--- config.mk ---
export PLATFORM = sky130hd
export DESIGN_NAME = alu_op_arbiter
export DESIGN_NICKNAME = d
export VERILOG_FILES = /design/src/rtl/alu_op_arbiter.sv
export SDC_FILE = /design/constraint.sdc
export NUM_CORES = 1
export LEC_CHECK = 0
export ABC_CLOCK_PERIOD_IN_PS = 2400
export CAP_MARGIN = 15
export CORE_AREA = 2 2 117 119
export DETAILED_ROUTE_END_ITERATION = 8
export DIE_AREA = 0 0 119 121
export GPL_TIMING_DRIVEN = 0
export PLACE_DENSITY = 0.77
export SLEW_MARGIN = 10
export SYNTH_ARGS = -nofsm -noshare
export SYNTH_HDL_FRONTEND = slang
export SYNTH_SLANG_ARGS = --single-unit
--- constraint.sdc ---
create_clock -name clk -period 2.4 [get_ports clk]
set_input_delay 0.72 -clock clk [delete_from_list [all_inputs] [get_ports clk]]
set_output_delay 0.72 -clock clk [all_outputs]
set_load 0.02 [all_outputs]
--- src/rtl/alu_op_arbiter.sv ---
// alu_op_arbiter
//   Round-robin arbiter and sequencer in front of the shared combinational ALU.
//   Two requesters hand over one operation each through a valid/ready
//   handshake. The winner's operation is registered and held on the alu_*
//   outputs, and the ALU result is captured one cycle later. The captured
//   result is then presented on a single response channel tagged with the
//   requester id.
//
// Ports
//   clk, rst_n                  clock, asynchronous active-low reset
//   reqN_valid / reqN_ready     request handshake, N = 0, 1
//   reqN_x, reqN_y              operands
//   reqN_mod                    {nx, ix, sx, ny, iy, sy}
//   reqN_op                     4-bit ALU opcode (14 and 15 are illegal)
//   alu_x, alu_y, alu_n*/i*/s*  registered operands and modifiers to the ALU
//   alu_op                      registered opcode to the ALU
//   alu_out                     combinational ALU result
//   rsp_valid / rsp_ready       response handshake
//   rsp_id, rsp_data            requester index and result
//   rsp_zero, rsp_err           result-is-zero and illegal-opcode flags
//   busy                        high whenever an operation is in flight
//
// state | meaning
// IDLE  | waiting for a request; grants one combinationally and latches it
// EXEC  | ALU driven from operand registers; result captured at the clock edge
// RESP  | response held on rsp_* until rsp_ready
module alu_op_arbiter #(
  parameter int DATA_W = 32
) (
  input  logic              clk,
  input  logic              rst_n,
  input  logic              req0_valid,
  output logic              req0_ready,
  input  logic [DATA_W-1:0] req0_x,
  input  logic [DATA_W-1:0] req0_y,
  input  logic [5:0]        req0_mod,
  input  logic [3:0]        req0_op,
  input  logic              req1_valid,
  output logic              req1_ready,
  input  logic [DATA_W-1:0] req1_x,
  input  logic [DATA_W-1:0] req1_y,
  input  logic [5:0]        req1_mod,
  input  logic [3:0]        req1_op,
  output logic [DATA_W-1:0] alu_x,
  output logic [DATA_W-1:0] alu_y,
  output logic              alu_nx,
  output logic              alu_ix,
  output logic              alu_sx,
  output logic              alu_ny,
  output logic              alu_iy,
  output logic              alu_sy,
  output logic [3:0]        alu_op,
  input  logic [DATA_W-1:0] alu_out,
  output logic              rsp_valid,
  input  logic              rsp_ready,
  output logic              rsp_id,
  output logic [DATA_W-1:0] rsp_data,
  output logic              rsp_zero,
  output logic              rsp_err,
  output logic              busy
);

  typedef enum logic [1:0] {IDLE, EXEC, RESP} state_t;

  state_t            state;
  state_t            state_nxt;
  logic              last_grant;
  logic              grant0;
  logic              grant1;
  logic              accept;
  logic              illegal;
  logic [DATA_W-1:0] opnd_x;
  logic [DATA_W-1:0] opnd_y;
  logic [5:0]        opnd_mod;
  logic [3:0]        opnd_op;
  logic              opnd_id;
  logic [DATA_W-1:0] res_data;
  logic              res_zero;
  logic              res_err;

  // last_grant = 1 means requester 0 has priority on the next tie.
  always_comb begin
    state_nxt = state;
    grant0    = 1'b0;
    grant1    = 1'b0;
    case (state)
      IDLE: begin
        if (req0_valid && (!req1_valid || last_grant)) begin
          grant0 = 1'b1;
        end else if (req1_valid) begin
          grant1 = 1'b1;
        end
        if (req0_valid || req1_valid) begin
          state_nxt = EXEC;
        end
      end
      EXEC: state_nxt = RESP;
      RESP: begin
        if (rsp_ready) begin
          state_nxt = IDLE;
        end
      end
      default: state_nxt = IDLE;
    endcase
  end

  assign accept  = grant0 | grant1;
  assign illegal = &opnd_op[3:1];

  always_ff @(posedge clk or negedge rst_n) begin
    if (!rst_n) begin
      state <= IDLE;
    end else begin
      state <= state_nxt;
    end
  end

  always_ff @(posedge clk or negedge rst_n) begin
    if (!rst_n) begin
      last_grant <= 1'b1;
      opnd_x     <= '0;
      opnd_y     <= '0;
      opnd_mod   <= '0;
      opnd_op    <= '0;
      opnd_id    <= 1'b0;
      res_data   <= '0;
      res_zero   <= 1'b0;
      res_err    <= 1'b0;
    end else begin
      if (accept) begin
        last_grant <= grant1;
        opnd_id    <= grant1;
        opnd_x     <= grant1 ? req1_x   : req0_x;
        opnd_y     <= grant1 ? req1_y   : req0_y;
        opnd_mod   <= grant1 ? req1_mod : req0_mod;
        opnd_op    <= grant1 ? req1_op  : req0_op;
      end
      if (state == EXEC) begin
        // Illegal opcodes ignore the ALU and report a forced zero result.
        res_data <= illegal ? '0 : alu_out;
        res_zero <= illegal ? 1'b1 : (alu_out == '0);
        res_err  <= illegal;
      end
    end
  end

  assign req0_ready = grant0;
  assign req1_ready = grant1;

  assign alu_x  = opnd_x;
  assign alu_y  = opnd_y;
  assign alu_nx = opnd_mod[5];
  assign alu_ix = opnd_mod[4];
  assign alu_sx = opnd_mod[3];
  assign alu_ny = opnd_mod[2];
  assign alu_iy = opnd_mod[1];
  assign alu_sy = opnd_mod[0];
  assign alu_op = opnd_op;

  assign rsp_valid = (state == RESP);
  assign rsp_id    = opnd_id;
  assign rsp_data  = res_data;
  assign rsp_zero  = res_zero;
  assign rsp_err   = res_err;
  assign busy      = (state != IDLE);

endmodule

## Word-level counts from Yosys, hierarchy flattened

Index checks and enable logic that the tools add are counted.

| storage, ports and cells | value |
|---|---|
| register bits | 112 |
| output and inout port bits | 113 |
| logic and storage cells | 38 |

| cells by class | value |
|---|---|
| equality and inequality tests | 4 |
| muxes and demuxes | 14 |
| bitwise logic cells | 1 |
| reductions and logical operators | 9 |

Operator list:

| operator | count |
|---|---|
| $mux 32 | 3 |
| $logic_not 32->1 | 1 |
| $mux 1 | 6 |
| $mux 6 | 1 |
| $pmux 2 s3 | 1 |
| $mux 2 | 2 |
| $mux 4 | 1 |
| $reduce_and 3->1 | 1 |
| $eq 2x1->1 const B | 1 |
| $eq 2x2->1 const B | 1 |
| $logic_not 2->1 | 1 |
| $logic_or 1x1->1 | 2 |
| $ne 2x1->1 const B | 1 |
| $ne 2x2->1 const B | 1 |
| $reduce_and 2->1 | 1 |
| $reduce_bool 2->1 | 1 |
| $logic_and 1x1->1 | 1 |
| $logic_not 1->1 | 1 |
| $or 1x1->1 | 1 |

## Logic depth before layout (Yosys ltp)

| depth | value |
|---|---|
| word-level depth | 6 |
| depth in mapped cells | 7 |
| gate-level depth less buffers | 4 |

## Worst setup path after synthesis

OpenSTA, ideal clock, no wires.

| timing path | value |
|---|---|
| path kind | input to output |
| start | in req0_valid |
| end | out req1_ready |
| data arrival time | 1.428 ns |
| required time | 1.680 ns |
| slack | 0.252 ns |
| cell stages on the path | 5 |
| cells stage by stage | inv_2 o211ai_2 buf_6 buf_4 inv_1 |

| between the ends | value |
|---|---|
| longest elaborated chain between the ends | 3 |

Ends and longest elaborated chain:

| element | RTL line | source |
|---|---|---|
| start: declaration | 32 | `input logic req0_valid,` |
| $logic_and 1x1->1 | 88 | `if (req0_valid && (!req1_valid \|\| last_grant)) begin` |
| $mux 1 | 88 |  |
| $mux 1 | 86 | `case (state)` |
| end: declaration | 39 | `output logic req1_ready,` |

Every way passes these cells.

## Worst setup path in the final report

| timing path | value |
|---|---|
| start | reg state[0] |
| end | out rsp_valid |

| between the ends | value |
|---|---|
| longest elaborated chain between the ends | 1 |

Ends and longest elaborated chain:

| element | RTL line | source |
|---|---|---|
| start: declaration | 65 | `state_t state;` |
| start signal: assignment | 114 | `state <= state_nxt;` |
| $eq 2x2->1 | 160 | `assign rsp_valid = (state == RESP);` |
| end: declaration | 54 | `output logic rsp_valid,` |

Every way passes these cells.

==> impl_metrics.csv <==
group,metric,value,unit
logic_synthesis,yosysMostFrequentCell,"dfrtp_1",
final_layout,nets,924,
final_layout,stdcell_count,921,
detailed_routing,ant_nets,0,
final_layout,syn2layout_area_growth,73.6,%
clock_network,insertion_delay,340,ps
logic_synthesis,synth_nets,614,
worst_setup_path,worstPathRequired,1680,ps
pwr,ir_worst_vdd,534,uV
logic_synthesis,synth_top_area_share,57.5,%
worst_setup_path,worstSetupPathType,"reg2out",
detailed_routing,vias_per_cell,4.98,
worst_setup_path,rr_worst_depth,7,
pwr,seqPwrFrac,30.7,%
pwr,finalPower,10.9,mW
placed_design,place_area,8050,um2
clock_network,clock-sinks,112,
logic_synthesis,ys.flop_type,"dfrtp_1",
sta,setup_violations,0,
logic_synthesis,postSynthAreaPerCell,11.3,um2
detailed_routing,drt_iter0_drc,229,
logic_synthesis,synth_cell_types,22,
pwr,internal_power,6.51,mW
pwr,p_sw_share,40.1,%
detailed_routing,dr.pass1.iters,5,
sta,period_share,95.8,%
logic_synthesis,ys_warn_count,0,
logic_synthesis,yosys_register_bits,112,
logic_synthesis,seq_area_frac_synth,58.0,%
pwr,p_comb_share,54.9,%
pwr,p_leak,3.81,nW
logic_synthesis,yosysTopAreaCell,"dfrtp_1",
die,die_w,119,um
global_routing,track_usage,22.1,%
final_layout,drive_gt1_share,6.59,%
run_status,status,"completed",
placed_design,dp_hpwl,12700,um
detailed_routing,wl_per_cell,17.4,um
logic_synthesis,ys_async_sr_fraction,100,%
clock_network,clockRootBuffer,"clkbuf_16",
sta,fin_crit,2300,ps
global_routing,grt_max_degree,59,
final_layout,final_area,8390,um2
clock_network,ctsHtreeMaxLevel,3,
placed_design,placedCellCount,903,
clock_network,path_clk_slew,70,ps
die,dieArea,14400,um2
sta,final_max_slew_viol_count,0,
sta,rsz0062_at_grt,"no",
die,row_count,42,
worst_setup_path,crit_path_end_kind,"output port",
sta,relSlewSlack,65.0,%
global_routing,antenna_found_initial,1,
logic_synthesis,synth-edff-count,0,
worst_setup_path,worstPathMaxFanout,4,
worst_setup_path,timing.rr.end,"alu_y[23]",
sta,worst-slew-pin-transition,525,ps
sta,clock_skew,5.71,ps
sta,hold_viol_final,0,
pwr,power.share.clock,14.4,%
sta,fmax,435,MHz
placed_design,gp_congestion,0.818,
die,fp.dieH,121,um
die,core-area,13100,um2
detailed_routing,vias,4585,
die,start_util,36.9,%
logic_synthesis,synthTopCellsByCount,"dfrtp_1 (111), nor2_1 (76), a21oi_1 (74), mux2i_1 (74), a22o_1 (32)",
die,io_pins,298,
worst_setup_path,worst-r2r-setup-slack,500,ps
worst_setup_path,arrival,1580,ps
placed_design,port_buffers,297,
logic_synthesis,netlist_area,4830,um2
logic_synthesis,synthCells,429,
pwr,power_density,1290,nW/um2
clock_network,tritoncts,"built",
worst_setup_path,worstSetupStartpointType,"register",
logic_synthesis,synth_area_leaders,"dfrtp_1 (57%), mux2i_1 (15%), a21oi_1 (7.7%), nor2_1 (5.9%), a22o_1 (5.8%)",
clock_network,cts_made_buffers,9,
detailed_routing,drc,0,
worst_setup_path,startpoint,"state[0]",
detailed_routing,wl,16000,um
sta,fin_tns_setup,0,ps
global_routing,grt_pass1_vias,4739,
global_routing,grt_pass1_wl,24800,um
worst_setup_path,endpoint,"rsp_valid",
pwr,p_switching,4.35,mW
worst_setup_path,reg2reg_from,"last_grant",
min_path,hp-class,"in2async",
clock_network,cts_buffer_depth,2,
job,maxCapViolCount,0,
global_routing,gr-total-overflow,0,
-- per-layer routing --
layer | wire, um | vias to the layer above | share of wire [%] | GRT usage [%]
met2 | 8330 | 201 | 52 | 39.3
met1 | 6170 | 2219 | 39 | 25.9
met5 | 0 | - | 0 | 0
met4 | 454 | 0 | 2.8 | 9.00
li1 | - | 2136 | - | -
met3 | 1060 | 29 | 6.6 | 4.98
-- logic make-up after synthesis --
kind of cell	Yosys count	synth area share (%)
AOI/OAI and AO/OA	115	14.9
DFF	112	58.0
and+or+nand+nor	90	7.72
muxes	74	15.3
buffers and inverters	38	4.07
-- placed cells by master, fill, tap and decap left out, types with 2 or more instances in the layout --
cell	Yosys	routed
dfrtp_1	111	111
o21a_1	2	2
a22o_1	32	32
inv_1	4	4
o21ai_0	4	4
a21oi_1	74	74
clkbuf_1	10	10
buf_4	3	4
nand2b_1	2	2
clkbuf_8	0	3
dlygate4sd2_1	0	2
nor2_1	76	76
buf_2	16	18
clkbuf_16	0	9
nor4_1	8	8
mux2i_1	74	74
buf_6	3	3
nand4_1	2	2
inv_2	2	2
clkdlybuf4s50_1	0	291
-- worst min path at each step --
stage | start | to | slack (ps) | cells past startpoint
global route | rst_n | alu_y[12] | 360 | 1
finish | rst_n | alu_y[12] | 320 | 1
global placement | rsp_zero | rsp_zero | 470 | 1
CTS | rst_n | alu_y[12] | 340 | 1
detailed placement | rsp_zero | rsp_zero | 480 | 1
floorplan | rst_n | alu_op[0] | 420 | 0
-- per-stage QoR --
stage	setup WS [ps]	util (%)	hold slack [ps]
finish	100	64.1	322
global placement	-3540	61.3	472
global route	12.1	64.1	361
floorplan	252	-	424
detailed placement	-973	61.6	484
CTS	0.620	64.1	340
-- power groups by stage --
| stage | Combinational [mW] | Clock (mW) | Sequential [mW] |
|---|---|---|---|
| after floorplan | 2.05 | 0 | 4.37 |
| after global placement | 5.85 | 0 | 3.33 |
| after detailed placement | 5.95 | 0 | 3.36 |
| after CTS | 6.01 | 1.59 | 3.34 |
| after global routing | 6.37 | 1.66 | 3.44 |
| final | 5.95 | 1.57 | 3.33 |
-- critical path, cell delays in order (launching register included) --
cell	delay, ps
dfrtp_1	410
nand2b_1	170
inv_1	60
clkdlybuf4s50_1	610
-- state kept, by name, summed over array words and instances, names as in the netlist --
name	cells
rsp_data	32
rsp_id	1
alu_x	32
state	2
alu_op	4
alu_y	32
rsp_err	1
rsp_zero	1
last_grant	1
opnd_mod	6
-- final cells by class --
type | count | area (um2)
Clock buffer | 12 | 267
Multi-Input combinational cell | 279 | 1840
Fill cell | 1049 | 4700
Inverter | 6 | 22.5
Buffer | 31 | 175
Clock inverter | 4 | 51.3
Timing Repair Buffer | 300 | 3010
Sequential cell | 112 | 2800
Antenna cell | 1 | 2.50
Tap cell | 176 | 220
-- repair_timing --
action,CTS,global route
hold buffers,0,0
cloned,0,0
resized for setup,14,1
pin swaps,1,0
setup buffers,2,0
endpoints found under the setup margin,2,1
Power figures use the tool's default switching activity.
